==> config.mk <==
export PLATFORM = sky130hd
export DESIGN_NAME = hdmi_pll_sequencer_flat
export DESIGN_NICKNAME = d
export VERILOG_FILES = /design/src/rtl/hdmi_pll_sequencer_if.sv /design/src/rtl/hdmi_pll_sequencer.sv /design/src/flat_wrapper.sv
export SDC_FILE = /design/constraint.sdc
export NUM_CORES = 1
export LEC_CHECK = 0
export CAP_MARGIN = 20
export CELL_PAD_IN_SITES_DETAIL_PLACEMENT = 0
export CELL_PAD_IN_SITES_GLOBAL_PLACEMENT = 1
export CORE_MARGIN = 2
export CORE_UTILIZATION = 42
export DETAILED_ROUTE_END_ITERATION = 8
export PLACE_DENSITY_LB_ADDON = 0.1
export SYNTH_ARGS = -nofsm -noshare
export SYNTH_HDL_FRONTEND = slang
export SYNTH_SLANG_ARGS = --single-unit
export TNS_END_PERCENT = 30
==> constraint.sdc <==
create_clock -name clkin -period 2.65 [get_ports clkin]
set_input_delay 0.3975 -clock clkin [delete_from_list [all_inputs] [get_ports clkin]]
set_output_delay 0.3975 -clock clkin [all_outputs]
set_load 0.005 [all_outputs]
==> src/rtl/hdmi_pll_sequencer_if.sv <==
// Control/status bundle between the rPLL sequencer and its environment.
// master drives enable and the raw PLL lock; slave is the sequencer itself.
interface hdmi_pll_sequencer_if #(
    parameter int MAX_RETRIES = 4
);
    localparam int RW = $clog2(MAX_RETRIES + 1);

    logic          enable;
    logic          pll_lock;
    logic          pll_reset;
    logic          out_rst_n;
    logic          fault;
    logic [2:0]    state;
    logic [RW-1:0] retries;
    logic [7:0]    loss_count;

    modport master (
        output enable,
        output pll_lock,
        input  pll_reset,
        input  out_rst_n,
        input  fault,
        input  state,
        input  retries,
        input  loss_count
    );

    modport slave (
        input  enable,
        input  pll_lock,
        output pll_reset,
        output out_rst_n,
        output fault,
        output state,
        output retries,
        output loss_count
    );
endinterface

==> src/rtl/hdmi_pll_sequencer.sv <==
// Power-up / recovery sequencer for the HDMI rPLL: reset pulse, lock wait with
// timeout and retry, lock-stable qualification, then release of downstream reset.
module hdmi_pll_sequencer #(
    parameter int RESET_CYCLES  = 16,
    parameter int LOCK_TIMEOUT  = 65536,
    parameter int STABLE_CYCLES = 1024,
    parameter int MAX_RETRIES   = 4
) (
    input  logic                 clkin,
    input  logic                 rst_n,
    hdmi_pll_sequencer_if.slave  bus
);
    localparam int RW     = $clog2(MAX_RETRIES + 1);
    localparam int MAX_AB = (RESET_CYCLES > LOCK_TIMEOUT) ? RESET_CYCLES : LOCK_TIMEOUT;
    localparam int MAX_C  = (MAX_AB > STABLE_CYCLES) ? MAX_AB : STABLE_CYCLES;
    localparam int CW     = $clog2(MAX_C + 1);

    localparam logic [CW-1:0] RESET_LAST   = CW'(RESET_CYCLES - 1);
    localparam logic [CW-1:0] TIMEOUT_LAST = CW'(LOCK_TIMEOUT - 1);
    localparam logic [CW-1:0] STABLE_LAST  = CW'(STABLE_CYCLES - 1);
    localparam logic [RW-1:0] RETRY_LAST   = RW'(MAX_RETRIES - 1);

    typedef enum logic [2:0] {
        ST_IDLE      = 3'd0,
        ST_RESET     = 3'd1,
        ST_WAIT_LOCK = 3'd2,
        ST_STABLE    = 3'd3,
        ST_RUN       = 3'd4,
        ST_FAULT     = 3'd5
    } state_t;

    state_t        state_q, state_d;
    logic [CW-1:0] cnt_q, cnt_d;
    logic [RW-1:0] retries_q, retries_d;
    logic [7:0]    loss_count_q, loss_count_d;
    logic [1:0]    sync_q;
    logic          lock_s;
    logic          pll_reset_q;
    logic          out_rst_n_q;
    logic          fault_q;

    // PLL LOCK is asynchronous to clkin; two flops before anything looks at it.
    assign lock_s = sync_q[1];

    always_comb begin
        state_d      = state_q;
        cnt_d        = cnt_q;
        retries_d    = retries_q;
        loss_count_d = loss_count_q;

        if (!bus.enable) begin
            state_d   = ST_IDLE;
            cnt_d     = '0;
            retries_d = '0;
        end else begin
            unique case (state_q)
                ST_IDLE: begin
                    state_d = ST_RESET;
                    cnt_d   = '0;
                end
                ST_RESET: begin
                    if (cnt_q == RESET_LAST) begin
                        state_d = ST_WAIT_LOCK;
                        cnt_d   = '0;
                    end else begin
                        cnt_d = cnt_q + 1'b1;
                    end
                end
                ST_WAIT_LOCK: begin
                    if (lock_s) begin
                        state_d = ST_STABLE;
                        cnt_d   = '0;
                    end else if (cnt_q == TIMEOUT_LAST) begin
                        // retries_q == RETRY_LAST means this timeout is the last one allowed
                        retries_d = retries_q + 1'b1;
                        cnt_d     = '0;
                        state_d   = (retries_q == RETRY_LAST) ? ST_FAULT : ST_RESET;
                    end else begin
                        cnt_d = cnt_q + 1'b1;
                    end
                end
                ST_STABLE: begin
                    if (!lock_s) begin
                        state_d = ST_WAIT_LOCK;
                        cnt_d   = '0;
                    end else if (cnt_q == STABLE_LAST) begin
                        state_d   = ST_RUN;
                        cnt_d     = '0;
                        retries_d = '0;
                    end else begin
                        cnt_d = cnt_q + 1'b1;
                    end
                end
                ST_RUN: begin
                    if (!lock_s) begin
                        state_d = ST_RESET;
                        cnt_d   = '0;
                        if (loss_count_q != 8'hFF) begin
                            loss_count_d = loss_count_q + 1'b1;
                        end
                    end
                end
                ST_FAULT: begin
                    state_d = ST_FAULT;
                end
                default: begin
                    state_d = ST_IDLE;
                    cnt_d   = '0;
                end
            endcase
        end
    end

    // Outputs are decoded from the next state so they move on the same edge as state.
    always_ff @(posedge clkin) begin
        if (!rst_n) begin
            state_q      <= ST_IDLE;
            cnt_q        <= '0;
            retries_q    <= '0;
            loss_count_q <= '0;
            sync_q       <= '0;
            pll_reset_q  <= 1'b1;
            out_rst_n_q  <= 1'b0;
            fault_q      <= 1'b0;
        end else begin
            state_q      <= state_d;
            cnt_q        <= cnt_d;
            retries_q    <= retries_d;
            loss_count_q <= loss_count_d;
            sync_q       <= {sync_q[0], bus.pll_lock};
            pll_reset_q  <= (state_d == ST_IDLE) || (state_d == ST_RESET) || (state_d == ST_FAULT);
            out_rst_n_q  <= (state_d == ST_RUN);
            fault_q      <= (state_d == ST_FAULT);
        end
    end

    assign bus.pll_reset  = pll_reset_q;
    assign bus.out_rst_n  = out_rst_n_q;
    assign bus.fault      = fault_q;
    assign bus.state      = state_q;
    assign bus.retries    = retries_q;
    assign bus.loss_count = loss_count_q;
endmodule

==> src/flat_wrapper.sv <==
// flat-port wrapper written by rule: the top's interface ports become plain ports
module hdmi_pll_sequencer_flat 
#(
    parameter int RESET_CYCLES  = 16,
    parameter int LOCK_TIMEOUT  = 65536,
    parameter int STABLE_CYCLES = 1024,
    parameter int MAX_RETRIES   = 4
)
  (clkin, rst_n, bus_enable, bus_pll_lock, bus_pll_reset, bus_out_rst_n, bus_fault, bus_state, bus_retries, bus_loss_count);
  hdmi_pll_sequencer_if #(.MAX_RETRIES(MAX_RETRIES)) bus_i ();
  input  logic clkin;
  input  logic rst_n;
  input wire logic [$bits(bus_i.enable)-1:0] bus_enable;
  input wire logic [$bits(bus_i.pll_lock)-1:0] bus_pll_lock;
  output wire logic [$bits(bus_i.pll_reset)-1:0] bus_pll_reset;
  output wire logic [$bits(bus_i.out_rst_n)-1:0] bus_out_rst_n;
  output wire logic [$bits(bus_i.fault)-1:0] bus_fault;
  output wire logic [$bits(bus_i.state)-1:0] bus_state;
  output wire logic [$bits(bus_i.retries)-1:0] bus_retries;
  output wire logic [$bits(bus_i.loss_count)-1:0] bus_loss_count;
  assign bus_i.enable = bus_enable;
  assign bus_i.pll_lock = bus_pll_lock;
  assign bus_pll_reset = bus_i.pll_reset;
  assign bus_out_rst_n = bus_i.out_rst_n;
  assign bus_fault = bus_i.fault;
  assign bus_state = bus_i.state;
  assign bus_retries = bus_i.retries;
  assign bus_loss_count = bus_i.loss_count;
  hdmi_pll_sequencer #(.RESET_CYCLES(RESET_CYCLES), .LOCK_TIMEOUT(LOCK_TIMEOUT), .STABLE_CYCLES(STABLE_CYCLES), .MAX_RETRIES(MAX_RETRIES)) u_core (.clkin(clkin), .rst_n(rst_n), .bus(bus_i));
endmodule
==> results by group <==
Status
  • Status: finished, final reports clean

Worst hold path
  • Startpoint of the worst hold path: u_core.sync_q[0]$_SDFF_PN0_
  • Worst hold path endpoint: u_core.sync_q[1]$_SDFF_PN0_
  • Class of the tightest hold or removal check: register to register
  • Number of cells on the worst hold path: 1

Timing
  • Worst-margin pin slew: 734 ps
  • Number of hold violations in the final report: 0
  • Final worst path period share: 86.5%
  • RSZ-0062 raised after global routing: no
  • Sum Neg Setup Slack: 0 ps
  • Count of pins over their slew limit: 0
  • Achievable clock frequency: 0.436 GHz
  • Worst relative slew slack: 51.0%
  • Worst setup slack after layout: 357 ps
  • Worst clock skew: 5.88 ps
  • Worst hold slack: 434 ps
  • Period minus WS final: 2290 ps
  • Final setup fails: 0

Layout
  • Non-filler instance count after layout: 283
  • Final design area excluding fillers: 2210 um^2
  • Antenna diode instance count: 0
  • Number of fill cells: 404
  • Area of the multi-input gates: 1090 um^2
  • Relative area change from synthesis to final layout: 19.0%
  • Fraction of final layout cells sized beyond drive strength 1: 9.96%
  • Nets@finish: 240
  • Utilization after layout: 51.5%
  • Sequential cell area: 721 um^2

Pwr
  • Power spent charging and discharging nets: 0.221 mW
  • Relative contribution of combinational cells to total power: 3.3%
  • Switching power share of the total: 22.4%
  • Peak supply drop: 216 uV
  • Sequential cell fraction of total power: 55.5%
  • Static Leak: 0.800 nW
  • Clock share of power: 41.2%
  • Final Power: 0.986 mW
  • Power Dens Cells: 446 nW/um^2
  • Cell internal pwr: 0.765 mW

Clock tree
  • Maximum clock path buffer count: 2
  • Clock tree from TritonCTS: yes
  • Hold bufs inserted after CTS: 0
  • CTS Root Cell: sky130_fd_sc_hd__clkbuf_8
  • Clk pin slew, worst setup/hold paths: 70 ps
  • # resized after CTS: 0
  • Setup repair bufs after CTS: 0
  • Clock network latency to the later pin of the worst-skew pair: 290 ps
  • Number of buffers added by the clock tree synthesis step: 5
  • Number of clock sinks seen by CTS: 36
  • CTS HTree Levels: 2

Placed design
  • Minimum setup slack after placement: 200 ps
  • DP Wirelength: 2920 um
  • Post-placement cell count: 275
  • Placement Cell Area: 2110 um^2
  • Total of buffers placed on input and output ports: 20
  • GP Congestion: 0.924

Critical path
  • Reg2reg path depth: 9
  • R2r endpoint: u_core.cnt_q[12]$_SDFFE_PN0P_
  • Critical Path AT: 2480 ps
  • Required @ worst endpoint: 2830 ps
  • Flop2flop setup slack: 360 ps
  • Origin of the critical flop-to-flop path: u_core.cnt_q[0]$_SDFFE_PN0P_
  • Highest net fanout along the worst path: 13
  • Critical setup path kind: register to register
  • Crit end category: register
  • Critical Path Start Type: register

Drt
  • Count of antenna-violating nets left after detailed routing: 0
  • Via count: 1517
  • Post-detailed-route wirelength per cell: 13.8 um
  • Number of optimization iterations in the first detailed-route pass: 4
  • Overall routed net length: 3920 um
  • Detailed-route DRC error count: 0
  • First-iteration detailed-routing DRC count: 84
  • Ratio of routed vias to standard cells: 5.36

Logic synthesis
  • Multiplexer share of the synthesized area: 2.69%
  • Largest family of logic cells by synthesized area: simple AND/OR/NAND/NOR gates
  • Avg Cell Area, Syn: 9.07 um^2
  • Number of enable flip-flop cells after synthesis: 0
  • Yosys reg bits: 36
  • Leading cell types by total area after synthesis: sky130_fd_sc_hd__dfxtp_1, sky130_fd_sc_hd__xor2_1, sky130_fd_sc_hd__ha_1
  • Top_reg_cell synth: sky130_fd_sc_hd__dfxtp_1
  • Count of yosys warnings during synthesis: 0
  • Net count after synthesis: 215
  • Portion of synthesized cell area occupied by the leading cell type: 38.8%
  • Synthesized-area fraction occupied by ao, oa, aoi and oai cells: 11.6%
  • Simple-gate share of the synthesized area: 31.6%
  • Fraction of synthesized cell area in xor and xnor cells: 8.48%
  • Asr flop ratio synth: 0%
  • Post-Syn Instances: 205
  • Netlist Area Pre-Place: 1860 um^2
  • Yosys top cell by area: sky130_fd_sc_hd__dfxtp_1
  • Share of the yosys chip area belonging to registers: 38.8%
  • Cell variety after synth: 44
  • Post-synthesis share of cell area spent on full adders, half adders and majority gates: 4.04%

Die
  • Total core area: 4290 um^2
  • Floorplan die height: 70.5 um
  • Num ports: 21
  • Number of placement rows: 24
  • Starting density of the core: 43.3%
  • Die width: 70.5 um
  • Area enclosed by the die boundary: 4980 um^2

GRT
  • Largest net degree at the start of global routing: 14
  • Vias in the first global route: 1501
  • First-pass GRT wire length: 6950 um
  • Total GRT Usage: 17.5%
  • GRT Residual Overflow: 0
  • Number of antenna violations at the first check in global routing: 0

Job
  • Max-cap viol count: 0
[cell families (layout without fill, tap and decap cells)]
kind of cell | Yosys count | count (layout)
buffers and inverters | 11 | 37
xor gates and xnor gates | 18 | 18
adders and majority gates | 6 | 6
AOI/OAI and AO/OA | 27 | 27
DFF | 36 | 36
and+or+nand+nor | 102 | 102
muxes | 5 | 5
[cell usage in the layout (no fill, tap or decap), types with 2 or more instances in the layout]
cell	count
sky130_fd_sc_hd__inv_1	7
sky130_fd_sc_hd__clkinv_2	2
sky130_fd_sc_hd__nor4_4	3
sky130_fd_sc_hd__nand3_1	11
sky130_fd_sc_hd__xor2_1	11
sky130_fd_sc_hd__nor2_1	20
sky130_fd_sc_hd__a21oi_1	5
sky130_fd_sc_hd__nor3_1	10
sky130_fd_sc_hd__mux2i_1	5
sky130_fd_sc_hd__nand2_1	17
sky130_fd_sc_hd__a211oi_1	2
sky130_fd_sc_hd__ha_1	6
sky130_fd_sc_hd__clkdlybuf4s50_1	20
sky130_fd_sc_hd__o21bai_1	3
sky130_fd_sc_hd__buf_4	2
sky130_fd_sc_hd__a31oi_1	2
sky130_fd_sc_hd__nand4_1	5
sky130_fd_sc_hd__and2_1	11
sky130_fd_sc_hd__o21ai_0	4
sky130_fd_sc_hd__or4_4	2
sky130_fd_sc_hd__and3_1	7
sky130_fd_sc_hd__clkbuf_8	6
sky130_fd_sc_hd__xnor2_1	7
sky130_fd_sc_hd__dfxtp_1	36
sky130_fd_sc_hd__nor2b_1	3
sky130_fd_sc_hd__nand2b_1	4
[synthesized netlist by cell type, drive strengths merged, types with 2 or more instances]
cell type  count
mux2i          5
and3           7
nor4           3
inv            7
buf            3
nand2         17
nor2b          3
ha             6
nor3          11
a31oi          2
and2          11
nor2          20
a211oi         3
or4            2
a21oi          6
dfxtp         36
o21ai          5
xnor2          7
xor2          11
nand3         11
nand2b         4
nand4          5
o21bai         3
[routing by layer]
metal	up-vias	GRT usage [%]	part of all wire, %
met5	-	0	0
met4	0	7.55	1.4
met3	6	4.42	3.6
met2	28	28.5	47
met1	713	22.0	48
li1	770	-	-
[power by group through the flow]
stage	registers, mW	clock network [mW]	logic, mW
5_1_grt	0.547	0.447	0.0362
3_3_place_gp	0.560	0	0.0322
3_5_place_dp	0.560	0	0.0328
2_1_floorplan	0.559	0	0.0207
6_report	0.547	0.406	0.0327
4_1_cts	0.547	0.416	0.0330
[worst max-delay path by stage]
stage / end / start / cells after the start / slack (ps)
2_1_floorplan: u_core.cnt_q[12]$_SDFFE_PN0P_ / u_core.cnt_q[0]$_SDFFE_PN0P_ / 9 / 590
3_3_place_gp: u_core.cnt_q[14]$_SDFFE_PN0P_ / u_core.cnt_q[0]$_SDFFE_PN0P_ / 9 / 410
3_5_place_dp: u_core.cnt_q[12]$_SDFFE_PN0P_ / u_core.cnt_q[0]$_SDFFE_PN0P_ / 9 / 200
4_1_cts: u_core.cnt_q[12]$_SDFFE_PN0P_ / u_core.cnt_q[0]$_SDFFE_PN0P_ / 9 / 190
5_1_grt: u_core.bus.state[0]$_SDFF_PN0_ / u_core.cnt_q[0]$_SDFFE_PN0P_ / 9 / 140
6_report: u_core.cnt_q[12]$_SDFFE_PN0P_ / u_core.cnt_q[0]$_SDFFE_PN0P_ / 9 / 360
[final cells by class]
cell class,count,share of cell area (%)
Multi-Input combinational cell,158,49.4
Sequential cell,36,32.6
Timing Repair Buffer,22,9.73
Clock buffer,6,3.73
Tap cell,52,2.94
Inverter,7,1.19
Clock inverter,2,0.452
[worst max-delay path, stage by stage (launching register included)]
cell and delay, ps:
sky130_fd_sc_hd__dfxtp_1 400, sky130_fd_sc_hd__ha_1 220, sky130_fd_sc_hd__nand4_1 200, sky130_fd_sc_hd__nor3_2 280, sky130_fd_sc_hd__and3_1 240, sky130_fd_sc_hd__ha_1 240
sky130_fd_sc_hd__o22ai_2 140, sky130_fd_sc_hd__o31ai_4 180, sky130_fd_sc_hd__buf_4 220, sky130_fd_sc_hd__nor2_1 70
[state kept, by name, summed over array words and instances (netlist names)]
signal and flops:
u_core.bus.fault 1, u_core.bus.loss_count 8, u_core.bus.out_rst_n 1, u_core.bus.pll_reset 1, u_core.bus.retries 3, u_core.bus.state 3
u_core.cnt_q 17, u_core.sync_q 2
No activity file was read; power rests on OpenSTA's default activity.
